<file path="src/rtl/display_timing_gen.sv">
// display_timing_gen: 640x480@60 VGA raster timing from the system clock.
// Ports: clk, reset (sync, active-high) in; pix_tick, horz[9:0], vert[9:0],
//   video_on, horiz_sync, vert_sync, frame_start out.
// Option: define DTG_SYNC_DELAY_EN to delay video_on/syncs by one pixel.
module display_timing_gen #(
  parameter int   H_ACTIVE = 640,
  parameter int   H_FRONT  = 16,
  parameter int   H_SYNC   = 96,
  parameter int   H_BACK   = 48,
  parameter int   V_ACTIVE = 480,
  parameter int   V_FRONT  = 10,
  parameter int   V_SYNC   = 2,
  parameter int   V_BACK   = 33,
  parameter int   CLK_DIV  = 4,
  parameter logic SYNC_POL = 1'b0
) (
  input  logic       clk,
  input  logic       reset,
  output logic       pix_tick,
  output logic [9:0] horz,
  output logic [9:0] vert,
  output logic       video_on,
  output logic       horiz_sync,
  output logic       vert_sync,
  output logic       frame_start
);

  localparam int DW = $clog2(CLK_DIV);
  localparam logic [DW-1:0] DIV_MAX = DW'(CLK_DIV - 1);

  localparam logic [9:0] H_VIS = 10'(H_ACTIVE);
  localparam logic [9:0] HS_BEG = 10'(H_ACTIVE + H_FRONT);
  localparam logic [9:0] HS_END = 10'(H_ACTIVE + H_FRONT + H_SYNC);
  localparam logic [9:0] H_LAST =
    10'(H_ACTIVE + H_FRONT + H_SYNC + H_BACK - 1);

  localparam logic [9:0] V_VIS = 10'(V_ACTIVE);
  localparam logic [9:0] VS_BEG = 10'(V_ACTIVE + V_FRONT);
  localparam logic [9:0] VS_END = 10'(V_ACTIVE + V_FRONT + V_SYNC);
  localparam logic [9:0] V_LAST =
    10'(V_ACTIVE + V_FRONT + V_SYNC + V_BACK - 1);

  logic [DW-1:0] div_cnt;
  logic [9:0]    h_nxt;
  logic [9:0]    v_nxt;
  logic          vo_nxt;
  logic          hs_nxt;
  logic          vs_nxt;
  logic          fs_nxt;
  logic          vo_q;
  logic          hs_q;
  logic          vs_q;

  assign pix_tick = (div_cnt == DIV_MAX);

  always_comb begin
    h_nxt = horz;
    v_nxt = vert;
    if (pix_tick) begin
      if (horz == H_LAST) begin
        h_nxt = '0;
        if (vert == V_LAST) v_nxt = '0;
        else v_nxt = vert + 10'd1;
      end else begin
        h_nxt = horz + 10'd1;
      end
    end
  end

  // Decode from the next position so the registered flags line up
  // with horz/vert on the same edge.
  assign vo_nxt = (h_nxt < H_VIS) && (v_nxt < V_VIS);
  assign hs_nxt = (h_nxt >= HS_BEG && h_nxt < HS_END) ?
                  SYNC_POL : ~SYNC_POL;
  assign vs_nxt = (v_nxt >= VS_BEG && v_nxt < VS_END) ?
                  SYNC_POL : ~SYNC_POL;
  assign fs_nxt = pix_tick && (h_nxt == '0) && (v_nxt == '0);

  // Reset parks the raster at the last blanking pixel so the first
  // tick lands on (0,0) and the first frame is whole.
  always_ff @(posedge clk) begin
    if (reset) begin
      div_cnt     <= '0;
      horz        <= H_LAST;
      vert        <= V_LAST;
      vo_q        <= 1'b0;
      hs_q        <= ~SYNC_POL;
      vs_q        <= ~SYNC_POL;
      frame_start <= 1'b0;
    end else begin
      div_cnt     <= pix_tick ? '0 : div_cnt + DW'(1);
      horz        <= h_nxt;
      vert        <= v_nxt;
      vo_q        <= vo_nxt;
      hs_q        <= hs_nxt;
      vs_q        <= vs_nxt;
      frame_start <= fs_nxt;
    end
  end

`ifdef DTG_SYNC_DELAY_EN
  logic vo_d;
  logic hs_d;
  logic vs_d;

  // One-pixel lag to match a colorizer that registers on pix_tick.
  always_ff @(posedge clk) begin
    if (reset) begin
      vo_d <= 1'b0;
      hs_d <= ~SYNC_POL;
      vs_d <= ~SYNC_POL;
    end else if (pix_tick) begin
      vo_d <= vo_q;
      hs_d <= hs_q;
      vs_d <= vs_q;
    end
  end

  assign video_on   = vo_d;
  assign horiz_sync = hs_d;
  assign vert_sync  = vs_d;
`else
  assign video_on   = vo_q;
  assign horiz_sync = hs_q;
  assign vert_sync  = vs_q;
`endif

endmodule

</file>
<file path="config.mk">
export PLATFORM = sky130hd
export DESIGN_NAME = display_timing_gen
export DESIGN_NICKNAME = d
export VERILOG_FILES = /design/src/rtl/display_timing_gen.sv
export SDC_FILE = /design/constraint.sdc
export NUM_CORES = 1
export LEC_CHECK = 0
export BUFFER_PORTS_ARGS = -buffer_cell sky130_fd_sc_hd__clkbuf_2
export CORE_MARGIN = 1
export CORE_UTILIZATION = 40
export CTS_CLUSTER_DIAMETER = 40
export DETAILED_ROUTE_END_ITERATION = 10
export GPL_TIMING_DRIVEN = 0
export PLACE_DENSITY = 0.68
export SLEW_MARGIN = 20
export SYNTH_ARGS = -nofsm -noshare
export SYNTH_HDL_FRONTEND = slang
export SYNTH_SLANG_ARGS = --single-unit
</file>
<file path="constraint.sdc">
create_clock -name clk -period 5.51 [get_ports clk]
set_input_delay 1.102 -clock clk [delete_from_list [all_inputs] [get_ports clk]]
set_output_delay 1.102 -clock clk [all_outputs]
set_load 0.005 [all_outputs]
</file>
==> metrics.log, run 1 <==
[metrics] drt first-iter violations: 94
[metrics] number of standard cells in the final layout excluding fillers: 273
[metrics] time the final worst path needs with I/O delays and setup: 2.95 ns
[metrics] pin count of the biggest net entering global routing: 16
[metrics] number of instances resized during post-cts repair: 0
[metrics] Netlist Area Pre-Place: 1590 sq um
[metrics] headroom to the max-slew limit: 61.3%
[metrics] Initial Utilization: 42.4%
[metrics] Post-CTS Hold Fix Bufs: 0
[metrics] Cell variety after synth: 46
[metrics] total of flip-flops plus latches after synthesis: 26
[metrics] Setup Crit Path Kind: flop to flop
[metrics] Antenna Violating Nets Remaining: 0
[metrics] worst-path cell with the longest stage delay: sky130_fd_sc_hd__dfxtp_1
[metrics] total track usage: 18.0%
[metrics] share of async-settable or async-resettable flops after synthesis: 0%
[metrics] detailed-route via count: 1510
[metrics] data required time at the worst endpoint: 5.64 ns
[metrics] worst clock skew: 0.00648 ns
[metrics] synth top area cells: sky130_fd_sc_hd__dfxtp_1 33%, sky130_fd_sc_hd__nand2_1 5.4%, sky130_fd_sc_hd__nor2_1 4.3%
[metrics] chip width: 65.0 um
[metrics] Cells on Worst Hold Path: 1
[metrics] cell with the most instances after synthesis: sky130_fd_sc_hd__dfxtp_1
[metrics] level count of the clock H-tree: 1
[metrics] ys flop type: sky130_fd_sc_hd__dfxtp_1
[metrics] placeable core area: 3740 sq um
[metrics] average size of a mapped cell: 8.15 sq um
[metrics] Antenna Cells: 0
[metrics] DRC violations left: 0
[metrics] area occupied by multi-input gates: 988 sq um
[metrics] average detailed-routed wire length per instance: 13.2 um
[metrics] count of placed standard cells including taps: 269
[metrics] Boundary Pins: 27
[metrics] arrival time reported for the critical path endpoint: 3.08 ns
[metrics] Max Root-Sink Buffers: 2
[metrics] # rows: 22
[metrics] worst path cell trace: ha_1 > buf_2 > nor4b_4 > nand4_2 > clkbuf_1 > nor3_1 > nor2_1 > nor4_1 > o211ai_1
[metrics] Least-Margin Pin Slew: 0.575 ns
[metrics] WHS: 0.432 ns
[metrics] vias in the first global route: 1319
[metrics] EDFF count, synth: 0
[metrics] CTS tree: built
[metrics] CP Depth: 9
[metrics] Hold Crit Class: flop to flop
[metrics] overflow left after global routing: 0
[metrics] post-CTS clock slew at the launch and capture registers of the worst setup and hold paths: 0.09 ns
[metrics] number of slew-limit violations in the final report: 0
[metrics] endpoint type of the worst setup path: flop
[metrics] area enclosed by the die boundary: 4230 sq um
[metrics] FF/Latch Area: 520 sq um
[metrics] CP peak stage delay: 0.49 ns
[metrics] layout cell share with drive strength beyond 1: 21.3%
[metrics] post-route fraction of the period consumed by the critical path: 53.6%
[metrics] static leakage: 0.774 nW
[metrics] post-layout util: 49.4%
[metrics] TritonCTS Sinks: 26
[metrics] CTS Buf Count: 3
[metrics] Syn. warnings: 0
[metrics] net total in the final layout: 232
[metrics] unrepaired setup endpoints after global routing: false
[metrics] endpoints failing setup: 0
[metrics] clock latency at the later pin of the worst-skew pair: 0.27 ns
[metrics] status: complete, no violations
[metrics] maximum VDD drop: 0.000190 V
[metrics] Power per Cell Area: 243 nW/um^2
[metrics] highest clock frequency the design can meet: 339 MHz
[metrics] gate count of the mapped netlist: 195
[metrics] number of port buffers: 26
[metrics] WP buf/inv: 2
[metrics] count of endpoints failing hold in the final timing report: 0
[metrics] Routed WL: 3600 um
[metrics] top cell family by delay on the critical path: simple AND/OR/NAND/NOR gates
[metrics] maxcap violations: 0
[metrics] count of buffers added by post-CTS timing repair for setup: 0
[metrics] Chip Height: 65.0 um
[metrics] highest net fanout along the worst path: 10
[metrics] setup TNS: 0 ns
[metrics] number of inserted filler cells in the final layout: 387
[metrics] fraction of synthesized cell area taken by the top area cell type: 32.8%
[metrics] post-synthesis net count: 201
[metrics] RePlAce Congestion: 0.817
[metrics] via density per instance: 5.53
[metrics] startpoint class of the critical path: flop
[metrics] signed area change from the synthesized netlist to the final layout: 16.5%
[metrics] cells on worst reg2reg path: 9
[metrics] first-pass GRT wire length: 5990 um
[metrics] initial antenna violation count: 0
[metrics] sequential element share of the synthesized area: 32.8%
[metrics] root buf cell: sky130_fd_sc_hd__clkbuf_8
[metrics] leading area contributor after synthesis: sky130_fd_sc_hd__dfxtp_1
[metrics] top cells by instance count after synthesis: 26 x sky130_fd_sc_hd__dfxtp_1, 23 x sky130_fd_sc_hd__nand2_1, 18 x sky130_fd_sc_hd__nor2_1
[metrics] hpwl dp: 2700 um
[metrics] first-pass iteration count of the detailed router: 4
==> cells by family (layout without fill, tap and decap cells) <==
logic type	count (synthesis)	in the layout	share of synthesized area (%)
simple gates	94	94	34.8
compound gates	42	42	17.8
flops	26	26	32.8
buf+inv	18	48	5.04
xor+xnor	8	8	4.41
fa+ha+maj	4	4	3.15
mux	3	3	2.05
==> worst reg2reg max path, stage by stage (launching register included) <==
cell and delay [ns]:
sky130_fd_sc_hd__dfxtp_1 0.49, sky130_fd_sc_hd__ha_1 0.20, sky130_fd_sc_hd__buf_2 0.20, sky130_fd_sc_hd__nor4b_4 0.30, sky130_fd_sc_hd__nand4_2 0.30, sky130_fd_sc_hd__clkbuf_1 0.33, sky130_fd_sc_hd__nor3_1 0.29, sky130_fd_sc_hd__nor2_1 0.09
sky130_fd_sc_hd__nor4_1 0.45, sky130_fd_sc_hd__o211ai_1 0.17
==> metrics by stage <==
step                      setup slack [ns]  instance area (sq um)  total power [W]
after floorplan                       3.16                   1590         0.000274
after global placement                2.65                   1780         0.000297
after detailed placement              2.62                   1780         0.000298
after CTS                             2.61                   1850         0.000457
after global routing                  2.33                   1850         0.000477
final                                 2.56                   1850         0.000450
==> layout make-up <==
| type | instances | area share, % |
|---|---|---|
| clock buffer | 3 | 2.23 |
| clock inverter | 1 | 1.62 |
| sequential | 26 | 28.1 |
| timing repair buffer | 26 | 7.03 |
| multi-input combinational | 151 | 53.4 |
| buffer | 13 | 3.31 |
| tap | 48 | 3.25 |
| inverter | 5 | 1.01 |
==> state kept, by name, summed over array words and instances (netlist names) <==
register and flops:
horiz_sync 1, div_cnt 2, video_on 1, horz 10, vert_sync 1, vert 10
frame_start 1
==> layout by cell type, fill, tap and decap left out, types with 3 or more instances in the layout <==
cell type and n:
sky130_fd_sc_hd__nor2b_1 4, sky130_fd_sc_hd__nor3_1 11, sky130_fd_sc_hd__dfxtp_1 26, sky130_fd_sc_hd__nand3_1 4, sky130_fd_sc_hd__nor2_1 18, sky130_fd_sc_hd__buf_2 7
sky130_fd_sc_hd__clkbuf_1 5, sky130_fd_sc_hd__a31oi_1 3, sky130_fd_sc_hd__nand2b_1 6, sky130_fd_sc_hd__a21oi_1 10, sky130_fd_sc_hd__nor4_1 4, sky130_fd_sc_hd__nand2_1 23
sky130_fd_sc_hd__and4_1 6, sky130_fd_sc_hd__clkbuf_2 26, sky130_fd_sc_hd__clkbuf_8 3, sky130_fd_sc_hd__and3_1 5, sky130_fd_sc_hd__xnor2_1 6, sky130_fd_sc_hd__nand4_1 3
sky130_fd_sc_hd__o21ai_0 8, sky130_fd_sc_hd__o21a_1 4, sky130_fd_sc_hd__inv_1 5, sky130_fd_sc_hd__ha_1 4
==> path summary, 6_finish.rpt <==
| path | start | to | slack, ns |
|---|---|---|---|
| setup reg to reg | horz[1] | vert_sync | 2.56 |
| setup / recovery | horz[1] | vert_sync | 2.56 |
| hold / removal | div_cnt[0] | div_cnt[0] | 0.43 |
| hold reg to reg | div_cnt[0] | div_cnt[0] | 0.43 |
==> per-layer routing <==
metal / GRT usage (%) / share of wire [%]
met1: 23.8 / 50
met2: 28.1 / 43
met3: 3.87 / 3.7
met4: 7.61 / 2.8
met5: 0 / 0
==> report_power, final <==
part           switching [W]  internal, W  total [W]
sequential        0.00000810     0.000196   0.000204
combinational      0.0000506    0.0000379  0.0000885
clock              0.0000605    0.0000972   0.000158
(Power assumes the default switching activity.)
==> run 2, diff against run 1 <==
clock period = 2.8 ns   (was 5.51 ns; I/O delays follow)
==> run 2 against run 1 <==
Register-to-register slack got worse by 2.4 ns. Maximum frequency rose by 11%. Sequential share of layout area fell by 0.20 points. Critical endpoint is now frame_start. First-iteration DRC count fell by 13%. Worst hold slack got worse by 0.00062 ns. Flip-flop and latch count did not move. Clock power rose by 96%. Clock skew rose by 0.0021 ns. Final cell count did not move. Worst setup slack got worse by 2.4 ns. Core utilization rose by 0.84 points.
==> metrics.log, run 2 (same netlist as run 1, synthesis figures left out) <==
[metrics] status: complete, no violations
[metrics] DRC violations left: 0 (unchanged)
[metrics] root buf cell: sky130_fd_sc_hd__clkbuf_8
[metrics] count of endpoints failing hold in the final timing report: 0 (unchanged)
[metrics] signed area change from the synthesized netlist to the final layout: 18.4%
[metrics] area enclosed by the die boundary: 4230 sq um (unchanged)
[metrics] number of inserted filler cells in the final layout: 390 (+0.78%)
[metrics] CTS tree: built
[metrics] post-route fraction of the period consumed by the critical path: 95.0% (+41 points)
[metrics] CTS Buf Count: 3 (unchanged)
[metrics] biggest registers after layout: horz (10), vert (10), div_cnt (2)
[metrics] number of port buffers: 26 (unchanged)
[metrics] placed cell area: 1780 sq um (unchanged)
[metrics] data required time at the worst endpoint: 2.99 ns (-2.65 ns)
[metrics] time the final worst path needs with I/O delays and setup: 2.66 ns (-0.291 ns)
[metrics] highest clock frequency the design can meet: 376 MHz (+11%)
[metrics] pin count of the biggest net entering global routing: 16 (unchanged)
[metrics] Boundary Pins: 27 (unchanged)
[metrics] overflow left after global routing: 0 (unchanged)
[metrics] first-pass iteration count of the detailed router: 4 (unchanged)
[metrics] Chip Height: 65.0 um (unchanged)
[metrics] Routed WL: 3650 um (+1.3%)
[metrics] Initial Utilization: 42.4% (unchanged)
[metrics] layout cell share with drive strength beyond 1: 23.6% (+2.2 points)
[metrics] placeable core area: 3740 sq um (unchanged)
[metrics] endpoints failing setup: 0 (unchanged)
[metrics] Least-Margin Pin Slew: 0.519 ns (-0.0556 ns)
[metrics] TritonCTS Sinks: 26 (unchanged)
[metrics] total track usage: 18.0% (unchanged)
[metrics] endpoint type of the worst setup path: flop
[metrics] vias in the first global route: 1319 (unchanged)
[metrics] highest net fanout along the worst path: 10 (unchanged)
[metrics] number of slew-limit violations in the final report: 0 (unchanged)
[metrics] number of standard cells in the final layout excluding fillers: 273 (unchanged)
[metrics] average detailed-routed wire length per instance: 13.4 um (+1.3%)
[metrics] net total in the final layout: 232 (unchanged)
[metrics] post-route cell area: 1880 sq um (+1.7%)
[metrics] via density per instance: 5.55 (+0.26%)
[metrics] Post-CTS Hold Fix Bufs: 0 (unchanged)
[metrics] count of buffers added by post-CTS timing repair for setup: 0 (unchanged)
[metrics] startpoint class of the critical path: flop
[metrics] maximum VDD drop: 0.000351 V (+85%)
[metrics] first-pass GRT wire length: 5990 um (unchanged)
[metrics] chip width: 65.0 um (unchanged)
[metrics] clock latency at the later pin of the worst-skew pair: 0.27 ns (about the same)
[metrics] Cells on Worst Hold Path: 1 (unchanged)
[metrics] most common cell after layout, fill and taps aside: sky130_fd_sc_hd__clkbuf_2
[metrics] power consumption: 0.000889 W (+97%)
[metrics] hpwl dp: 2700 um (unchanged)
[metrics] Worst R2R Start: horz[0]
[metrics] headroom to the max-slew limit: 65.4% (+4.1 points)
[metrics] maxcap violations: 0 (unchanged)
[metrics] worst clock skew: 0.00855 ns (+0.00207 ns)
[metrics] Power per Cell Area: 473 nW/um^2 (+94%)
[metrics] hold path startpoint: div_cnt[0]
[metrics] Hold Crit Class: flop to flop
[metrics] Setup Crit Path Kind: flop to flop
[metrics] drt first-iter violations: 82 (-13%)
[metrics] # rows: 22 (unchanged)
[metrics] Antenna Violating Nets Remaining: 0 (unchanged)
[metrics] WHS: 0.432 ns (-0.000618 ns)
[metrics] static leakage: 0.773 nW (about the same)
[metrics] cells on worst reg2reg path: 8 (-1)
[metrics] RePlAce Congestion: 0.817 (unchanged)
[metrics] initial antenna violation count: 0 (unchanged)
[metrics] level count of the clock H-tree: 1 (unchanged)
[metrics] arrival time reported for the critical path endpoint: 2.85 ns (-0.23 ns)
[metrics] Worst setup startpoint: horz[0]
[metrics] Antenna Cells: 0 (unchanged)
[metrics] post-CTS clock slew at the launch and capture registers of the worst setup and hold paths: 0.10 ns (about the same)
[metrics] unrepaired setup endpoints after global routing: true
[metrics] detailed-route via count: 1514 (+0.26%)
[metrics] Max Root-Sink Buffers: 2 (unchanged)
[metrics] commonest cells after routing, fill and taps aside: 26 x sky130_fd_sc_hd__clkbuf_2, 24 x sky130_fd_sc_hd__dfxtp_1, 23 x sky130_fd_sc_hd__nand2_1, 18 x sky130_fd_sc_hd__nor2_1
[metrics] count of placed standard cells including taps: 269 (unchanged)
-- run 2: critical path, stage by stage (launching register included) --
cell                        delay (ns)
sky130_fd_sc_hd__dfxtp_2          0.41
sky130_fd_sc_hd__ha_1             0.16
sky130_fd_sc_hd__buf_2            0.20
sky130_fd_sc_hd__nor4b_4          0.35
sky130_fd_sc_hd__nand4_4          0.22
sky130_fd_sc_hd__o31a_1           0.38
sky130_fd_sc_hd__nor4_2           0.35
sky130_fd_sc_hd__o2111ai_1        0.19
sky130_fd_sc_hd__nor4b_2          0.31
-- run 2: metal layers --
metal  track usage, %  vias up  share of wire, %
met4             7.61        0               2.7
li1                 -      775                 -
met2             28.1       36                44
met5                0        -                 0
met1             23.8      693                50
met3             3.87       10               3.3
-- run 2: final timing paths --
kind | endpoint | slack (ns)
max | frame_start | 0.14
min | div_cnt[0] | 0.43
max reg2reg | frame_start | 0.14
min reg2reg | div_cnt[0] | 0.43
-- run 2: repair_timing --
item / 4_1_cts / 5_1_grt
endpoints found under the hold margin: 0 / 0
gates resized for setup: 3 / 4
endpoints found under the setup margin: 3 / 4
-- run 2: metrics by stage --
stage               worst slack (ns)  TNS (ns)  util [%]
floorplan                      0.453         0         -
global placement             -0.0616   -0.0728      47.5
detailed placement           -0.0893    -0.162      47.5
CTS                           0.0370         0      49.9
global route                 -0.0529   -0.0529      50.3
finish                         0.140         0      50.3
-- run 2: report_power, final --
part / internal, W / switching [W] / leakage [nW]
logic: 0.0000755 / 0.000101 / 0.527
registers: 0.000386 / 0.0000162 / 0.211
clock network: 0.000191 / 0.000119 / 0.0357
-- run 2: layout make-up --
cell class	count	area [sq um]	area share, %
multi-input combinational	151	1010	53.9
sequential	26	526	27.9
timing repair buffer	26	130	6.91
buffer	13	61.3	3.26
tap	48	60.1	3.19
clock buffer	3	41.3	2.19
clock inverter	1	30.0	1.60
inverter	5	18.8	0.997
==> run 3, diff against run 2 <==
clock period = 2.5 ns   (was 2.8 ns; I/O delays follow)
==> run 3 against run 2 <==
Routed wire length is 6.6% higher. Clock skew is 0.0013 ns lower. Flip-flop and latch count stayed put. Register-to-register slack worse by 0.06 ns. Power is 18% higher. Die area stayed put. Critical endpoint is now horiz_sync.
==> metrics.log, run 3 (same netlist as run 1, synthesis figures left out) <==
[metrics] detailed-route via count: 1561 (+3.1%)
[metrics] number of port buffers: 26 (unchanged)
[metrics] data required time at the worst endpoint: 2.65 ns (-0.34 ns)
[metrics] TritonCTS Sinks: 26 (unchanged)
[metrics] Hold Crit Class: flop to flop
[metrics] placeable core area: 3740 sq um (unchanged)
[metrics] reported net switching power: 0.000283 W (+20%)
[metrics] worst path cell trace: ha_1 > buf_6 > nor4b_4 > nand3_2 > a21oi_4 > mux2i_1 > mux2_2 > or4b_1
[metrics] Internal Dissipation: 0.000764 W (+17%)
[metrics] DRC violations left: 0 (unchanged)
[metrics] total track usage: 19.2% (+1.1 points)
[metrics] Power per Cell Area: 513 nW/um^2 (+8.5%)
[metrics] Boundary Pins: 27 (unchanged)
[metrics] # rows: 22 (unchanged)
[metrics] Antenna Cells: 0 (unchanged)
[metrics] maxcap violations: 0 (unchanged)
[metrics] Max Root-Sink Buffers: 2 (unchanged)
[metrics] commonest cells after routing, fill and taps aside: 27 x sky130_fd_sc_hd__clkbuf_2, 23 x sky130_fd_sc_hd__nand2_1, 22 x sky130_fd_sc_hd__dfxtp_1, 18 x sky130_fd_sc_hd__nor2_1, 14 x sky130_fd_sc_hd__buf_4
[metrics] first-pass GRT wire length: 6360 um (+6.2%)
[metrics] number of inserted filler cells in the final layout: 367 (-5.9%)
[metrics] time the final worst path needs with I/O delays and setup: 2.42 ns (-0.239 ns)
[metrics] arrival time reported for the critical path endpoint: 2.57 ns (-0.28 ns)
[metrics] unrepaired setup endpoints after global routing: true
[metrics] highest clock frequency the design can meet: 413 MHz (+9.9%)
[metrics] static leakage: 0.864 nW (+12%)
[metrics] post-layout util: 54.5% (+4.3 points)
[metrics] endpoints failing setup: 0 (unchanged)
[metrics] post-CTS clock slew at the launch and capture registers of the worst setup and hold paths: 0.09 ns (about the same)
[metrics] relative contribution of sequential cells to total power: 42.8% (-2.4 points)
[metrics] Routed WL: 3890 um (+6.6%)
[metrics] share of total power in combinational logic: 23.9% (+4.0 points)
[metrics] WP buf/inv: 1 (unchanged)
[metrics] biggest registers after layout: horz (10), vert (10), div_cnt (2)
[metrics] signed area change from the synthesized netlist to the final layout: 28.5%
[metrics] Chip Height: 65.0 um (unchanged)
[metrics] maximum VDD drop: 0.000433 V (+23%)
[metrics] CTS Buf Count: 3 (unchanged)
[metrics] WHS: 0.432 ns (+0.000327 ns)
[metrics] top cell family by delay on the critical path: simple AND/OR/NAND/NOR gates
[metrics] clock latency at the later pin of the worst-skew pair: 0.27 ns (about the same)
[metrics] hpwl dp: 2700 um (unchanged)
[metrics] pin count of the biggest net entering global routing: 16 (unchanged)
[metrics] worst-path cell with the longest stage delay: sky130_fd_sc_hd__or4b_1
[metrics] headroom to the max-slew limit: 65.5% (+0.089 points)
[metrics] level count of the clock H-tree: 1 (unchanged)
[metrics] Initial Utilization: 42.4% (unchanged)
[metrics] status: complete, no violations
[metrics] average detailed-routed wire length per instance: 13.6 um (+1.8%)
[metrics] switching share of total power: 27.0% (+0.42 points)
[metrics] worst clock skew: 0.00726 ns (-0.00129 ns)
[metrics] endpoint type of the worst setup path: flop
[metrics] count of endpoints failing hold in the final timing report: 0 (unchanged)
[metrics] area enclosed by the die boundary: 4230 sq um (unchanged)
[metrics] net total in the final layout: 245 (+5.6%)
[metrics] Setup Crit Path Kind: flop to flop
[metrics] overflow left after global routing: 0 (unchanged)
[metrics] initial antenna violation count: 0 (unchanged)
[metrics] post-route fraction of the period consumed by the critical path: 96.8% (+1.8 points)
[metrics] highest net fanout along the worst path: 6 (-4)
[metrics] first-pass iteration count of the detailed router: 4 (unchanged)
[metrics] chip width: 65.0 um (unchanged)
[metrics] part of the total power dissipated in the clock network: 33.3% (-1.6 points)
[metrics] most common cell after layout, fill and taps aside: sky130_fd_sc_hd__clkbuf_2
[metrics] via density per instance: 5.46 (-1.6%)
[metrics] number of slew-limit violations in the final report: 0 (unchanged)
[metrics] RePlAce Congestion: 0.817 (unchanged)
[metrics] vias in the first global route: 1386 (+5.1%)
[metrics] Least-Margin Pin Slew: 0.518 ns (-0.00133 ns)
[metrics] CP peak stage delay: 0.49 ns (+0.08 ns)
[metrics] Post-CTS Hold Fix Bufs: 0 (unchanged)
[metrics] root buf cell: sky130_fd_sc_hd__clkbuf_8
[metrics] layout cell share with drive strength beyond 1: 31.1% (+7.5 points)
[metrics] startpoint class of the critical path: flop
[metrics] CTS tree: built
[metrics] drt first-iter violations: 87 (+6.1%)
[metrics] Antenna Violating Nets Remaining: 0 (unchanged)
==> run 3: cell types whose count changed in the layout (fill, tap and decap cells not counted), sizes merged <==
cell / previous run / this run
buf: 8 / 21
==> run 3: final timing paths <==
check | start | to | slack, ns | cells past startpoint
worst min register to register | div_cnt[0] | div_cnt[0] | 0.43 | 1
worst max register to register | horz[0] | horiz_sync | 0.08 | 8
worst min-delay path | div_cnt[0] | div_cnt[0] | 0.43 | 1
worst max-delay path | horz[0] | horiz_sync | 0.08 | 8
==> run 3: power groups by stage <==
stage,Clock [W],Sequential [W],Combinational (W)
2_1_floorplan,0,0.000458,0.000147
3_3_place_gp,0,0.000460,0.000195
3_5_place_dp,0,0.000460,0.000196
4_1_cts,0.000361,0.000449,0.000219
5_1_grt,0.000379,0.000451,0.000276
6_report,0.000349,0.000448,0.000250
==> run 3: layout make-up <==
type / instances / area, sq um / area share (%)
inverter: 5 / 18.8 / 0.919
clock buffer: 3 / 41.3 / 2.02
clock inverter: 1 / 30.0 / 1.47
tap: 48 / 60.1 / 2.94
buffer: 13 / 68.8 / 3.37
sequential: 26 / 531 / 26.0
multi-input combinational: 151 / 1060 / 52.1
timing repair buffer: 39 / 228 / 11.2
==> run 3: metrics by stage <==
stage | setup WS [ns] | total power, W | cell area (sq um) | instances | TNS (ns)
2_1_floorplan | 0.153 | 0.000604 | 1590 | 195 | 0
3_3_place_gp | -0.362 | 0.000655 | 1780 | 269 | -1.11
3_5_place_dp | -0.389 | 0.000656 | 1780 | 269 | -1.24
4_1_cts | 0.00278 | 0.00103 | 1960 | 277 | 0
5_1_grt | -0.0551 | 0.00111 | 2040 | 286 | -0.102
6_report | 0.0795 | 0.00105 | 2040 | 286 | 0
==> run 3: what timing repair did <==
| item | CTS | global route |
|---|---|---|
| pin swaps | 5 | 9 |
| buffers inserted | 4 | 9 |
| gates cloned | 0 | 0 |
| gates resized for setup | 17 | 5 |
| endpoints found under the setup margin | 4 | 4 |
==> run 3: routing by layer <==
layer	vias to the layer above	part of all wire, %	track usage [%]	wire length [um]
met5	-	0	0	0
met4	0	1.7	7.07	68
met3	6	3.8	3.52	146
met2	38	46	31.5	1790
met1	723	49	24.7	1890
li1	794	-	-	-
==> run 3: worst register-to-register path, cell delays in order, from the launching register on <==
cell,delay (ns)
sky130_fd_sc_hd__dfxtp_4,0.38
sky130_fd_sc_hd__ha_1,0.16
sky130_fd_sc_hd__buf_6,0.10
sky130_fd_sc_hd__nor4b_4,0.33
sky130_fd_sc_hd__nand3_2,0.22
sky130_fd_sc_hd__a21oi_4,0.25
sky130_fd_sc_hd__mux2i_1,0.09
sky130_fd_sc_hd__mux2_2,0.28
sky130_fd_sc_hd__or4b_1,0.49
